[config.mk]
export PLATFORM = sky130hd
export DESIGN_NAME = instr_fetch
export DESIGN_NICKNAME = d
export VERILOG_FILES = /design/src/rtl/instr_fetch.sv
export SDC_FILE = /design/constraint.sdc
export NUM_CORES = 1
export LEC_CHECK = 0
export ABC_AREA = 1
export CAP_MARGIN = 0
export CORE_ASPECT_RATIO = 0.75
export CORE_MARGIN = 10
export CORE_UTILIZATION = 48
export DETAILED_ROUTE_END_ITERATION = 16
export PLACE_DENSITY = 0.8
export SYNTH_ARGS = -nofsm -noshare
export SYNTH_HDL_FRONTEND = slang
export SYNTH_SLANG_ARGS = --single-unit
export TNS_END_PERCENT = 5
[constraint.sdc]
create_clock -name clk -period 8.6 [get_ports clk]
set_input_delay 2.58 -clock clk [delete_from_list [all_inputs] [get_ports clk]]
set_output_delay 2.58 -clock clk [all_outputs]
set_load 0.02 [all_outputs]
[src/rtl/instr_fetch.sv]
// Instruction fetch stage: owns the PC, drives the instruction memory address and
// registers the returned word into the IF/ID outputs, trapping bad PCs in a sticky fault.
module instr_fetch #(
   parameter logic [31:0] RESET_PC  = 32'h0000_0000,
   parameter int unsigned MEM_BYTES = 1024
) (
   input  logic        clk,
   input  logic        reset,
   output logic [31:0] fetch_addr,
   input  logic [31:0] imem_instr,
   input  logic        stall,
   input  logic        redirect_valid,
   input  logic [31:0] redirect_addr,
   output logic [31:0] if_instr,
   output logic [31:0] if_pc,
   output logic [31:0] if_pc_plus4,
   output logic        if_valid,
   output logic        fault,
   output logic [31:0] fault_addr,
   output logic [31:0] fetch_count
);

   localparam logic [31:0] MEM_LIMIT = 32'(MEM_BYTES);

   typedef enum logic {
      RUN,
      FAULT
   } state_t;

   state_t      state_q;
   logic [31:0] pc_q;
   logic [31:0] if_instr_q;
   logic [31:0] if_pc_q;
   logic [31:0] if_pc_plus4_q;
   logic        if_valid_q;
   logic        fault_q;
   logic [31:0] fault_addr_q;
   logic [31:0] fetch_count_q;

   logic [31:0] pc_plus4_d;
   logic        pc_bad;

   assign pc_plus4_d = pc_q + 32'd4;
   assign pc_bad     = (pc_q[1:0] != 2'b00) || (pc_q >= MEM_LIMIT);

   // NOTE: state uses non-blocking assignments so every register samples pre-edge values.
   // NOTE: every register is reset here; there is no memory array in this block to exclude.
   always_ff @(posedge clk or posedge reset) begin
      if (reset) begin
         state_q       <= RUN;
         pc_q          <= RESET_PC;
         if_instr_q    <= '0;
         if_pc_q       <= '0;
         if_pc_plus4_q <= '0;
         if_valid_q    <= 1'b0;
         fault_q       <= 1'b0;
         fault_addr_q  <= '0;
         fetch_count_q <= '0;
      end else begin
         unique case (state_q)
            RUN: begin
               // A redirect wins even over a bad current PC; the new target is checked once it is pc.
               if (redirect_valid) begin
                  pc_q       <= redirect_addr;
                  if_valid_q <= 1'b0;
                  if_instr_q <= '0;
               end else if (stall) begin
                  pc_q <= pc_q;
               end else if (pc_bad) begin
                  state_q      <= FAULT;
                  fault_q      <= 1'b1;
                  fault_addr_q <= pc_q;
                  if_valid_q   <= 1'b0;
                  if_instr_q   <= '0;
               end else begin
                  if_instr_q    <= imem_instr;
                  if_pc_q       <= pc_q;
                  if_pc_plus4_q <= pc_plus4_d;
                  if_valid_q    <= 1'b1;
                  pc_q          <= pc_plus4_d;
                  fetch_count_q <= fetch_count_q + 32'd1;
               end
            end
            FAULT: begin
               if_valid_q <= 1'b0;
            end
            default: state_q <= FAULT;
         endcase
      end
   end

   assign fetch_addr  = pc_q;
   assign if_instr    = if_instr_q;
   assign if_pc       = if_pc_q;
   assign if_pc_plus4 = if_pc_plus4_q;
   assign if_valid    = if_valid_q;
   assign fault       = fault_q;
   assign fault_addr  = fault_addr_q;
   assign fetch_count = fetch_count_q;

endmodule

==> results.yml <==
outcome:
  status: "completed"
route:
  drc: 0
  num_vias: 8360
  drtPass1Iterations: 6
  ant_nets: 0
  drt_iter0_drc: 683
  totalWireLength_mm: 27.8
  viasPerCell: 4.96
  wl_per_cell_um: 16.5
sta:
  finClkSkew_ns: 0.0118
  max_slew.worst_pin.slew_ns: 1.10
  setup_tns_ns: 0
  rsz0062_at_grt: "false"
  slew_viol_final: 0
  setup_viol: 0
  post-route-period-util_pct: 56.3
  finalCriticalPeriod_ns: 4.84
  hold_viol: 0
  layout_setup_ws_ns: 3.76
  fmax_mhz: 207
  slew_headroom_pct: 26.8
  fin_hold_ws_ns: 0.473
clock_tree:
  clk_latency_ns: 0.43
  cts_tree: "done"
  clk_pin_slew_ns: 0.07
  numCtsBuffers: 17
  postCtsResizedCells: 0
  clockRootBuffer: "clkbuf_16"
  cts_buffer_depth: 2
  htree_levels: 4
  clock-sinks: 193
  post_cts_buffers: 0
  cts.hold.buffers_added: 0
cells_and_area:
  areaGrowthSynthToFinish_pct: 36.7
  layout_common_cells: "nand2_1 (470), clkdlybuf4s50_1 (261), dfrtp_1 (193), nor2_1 (166), inv_1 (111)"
  instances_no_fill: 1684
  drive_gt1_share_pct: 3.34
  fin_nets: 1493
  fill_cells: 1540
  final_common_cell: "nand2_1"
worst_setup_path:
  r2r-start: "fetch_addr[11]"
  worstSetupStartpointType: "input port"
  required_ns: 8.97
  ff2ff_path_depth: 9
  crit_fanout: 39
  r2r-end: "if_pc_plus4[10]"
  r2r_slack_ns: 6.10
  cp.arrival_ns: 5.21
  crit_path_end: "fetch_addr[31]"
  path_class: "in -> reg"
  end_kind: "flip-flop"
  critPathLaunch: "redirect_valid"
synthesis:
  ys_ff_latch: 193
  syn_inst: 1182
  synth_compound_area_share_pct: 4.18
  netlist_area_um2: 9050
  yosysSeqAreaShare_pct: 53.4
  synthXorXnorAreaFrac_pct: 2.52
  synth_top_flop_cell: "dfrtp_1"
  ys_async_sr_fraction_pct: 100
  synthAdderAreaFrac_pct: 0.415
  synthDistinctLibCells: 25
  syn_nets: 1253
  synth_edf_count: 0
  yosys-mux-area-fraction_pct: 0.332
  synth_top_family_by_area: "simple AND/OR/NAND/NOR gates"
  syn_area_per_cell_um2: 7.66
  ys_warn_count: 0
  synth_simple_gate_area_share_pct: 31.5
global_route:
  grt_max_degree: 140
  grt_antenna_before_repair: 3
  grt_pass1_wl_mm: 43.9
  grt_overflow_total: 0
  grt_util_all_layers_pct: 22.0
  first_global_vias: 8034
power:
  p_total_w: 0.00202
  irDropWorstVdd_v: 0.000105
  total_leakage_power_nw: 5.93
  power.density_nw_per_um2: 163
floorplan:
  die_x_um: 179
  core-area_um2: 18500
  io_pins: 262
  row_count: 43
  die_area_um2: 24800
  start_util_pct: 48.9
  die_h_um: 139
placement:
  placedCellCount: 1650
  finalWeightedCongestion: 0.959
  place_hpwl_mm: 20.5
  pre_cts_ws_ns: 3.32
  port_buffers: 261
job:
  cap_violations: 0
worst_hold_path:
  hp-class: "reg -> reg"
==> where the power goes <==
group          leakage, nW  internal [W]  total [W]  switching [W]
Clock                0.294      0.000429   0.000803       0.000374
Sequential            2.41      0.000940   0.000975      0.0000349
Combinational         3.23      0.000110   0.000240       0.000131
Total                 5.93       0.00148    0.00202       0.000540
==> synthesized netlist by cell type (5+ instances only) <==
cell / n / share of area, %
o21ai_1: 10 / 0.55
buf_2: 18 / 1.0
xor2_1: 12 / 1.2
buf_6: 5 / 0.62
buf_4: 9 / 0.75
nor2_1: 166 / 6.9
nor3_1: 7 / 0.39
inv_1: 112 / 4.6
clkbuf_1: 15 / 0.62
xnor2_1: 14 / 1.4
dfrtp_1: 193 / 53
o21ai_0: 62 / 3.4
nand2_1: 471 / 20
nand3_1: 66 / 3.7
==> worst max-delay path, stage by stage <==
cell and delay (ns):
clkdlybuf4s50_1 0.48, buf_4 0.35, inv_2 0.32, nor2_2 0.26, nor2_2 0.07, inv_2 0.42, nand2_1 0.12, buf_4 0.28
nor2_1 0.17, nand2_1 0.08, nand2_1 0.06
==> layer usage <==
metal / global-route usage, % / vias up / part of all wire, %
met1: 29.6 / 3853 / 44
met5: 0 / - / 0.043
met4: 6.90 / 2 / 2.5
met3: 8.30 / 43 / 11
li1: - / 4082 / -
met2: 32.2 / 380 / 43
==> metrics by stage <==
stage          cell area, um^2  util [%]
6_report                 12400      66.8
3_5_place_dp             11800      63.6
5_1_grt                  12400      66.8
2_1_floorplan             9050         -
3_3_place_gp             11800      63.6
4_1_cts                  12400      66.8
==> final cells by class <==
type	count	area (um^2)	share of cell area, %
antenna	2	5.00	0.0405
multi-input combinational	828	3530	28.5
tap	247	309	2.50
timing repair buffer	268	2670	21.5
clock buffer	20	457	3.69
clock inverter	12	141	1.14
sequential	193	4830	39.0
inverter	114	435	3.52
==> flip-flops by register name, indices dropped and copies added, names as in the netlist <==
name / cells
fault_addr: 32
fetch_addr: 32
fetch_count: 32
if_instr: 32
if_pc: 32
if_pc_plus4: 30
fault: 1
if_valid: 1
state_q: 1
==> worst min path at each step <==
stage,slack [ns],depth (start not counted),end,startpoint
final,0.47,2,fault,fault
after global routing,0.49,2,fault,fault
after CTS,0.48,2,fault,fault
after detailed placement,0.46,2,fault,fault
after global placement,0.46,2,fault,fault
after floorplan,0.51,2,state_q,state_q
==> cell families (layout without fill, tap and decap cells) <==
logic type      after synthesis  count (layout)
simple gates                721             721
flops                       193             193
buf+inv                     161             414
compound gates               75              75
xor+xnor                     26              26
fa+ha+maj                     3               3
mux                           3               3
other cells                   0               2
(Power assumes the default switching activity.)
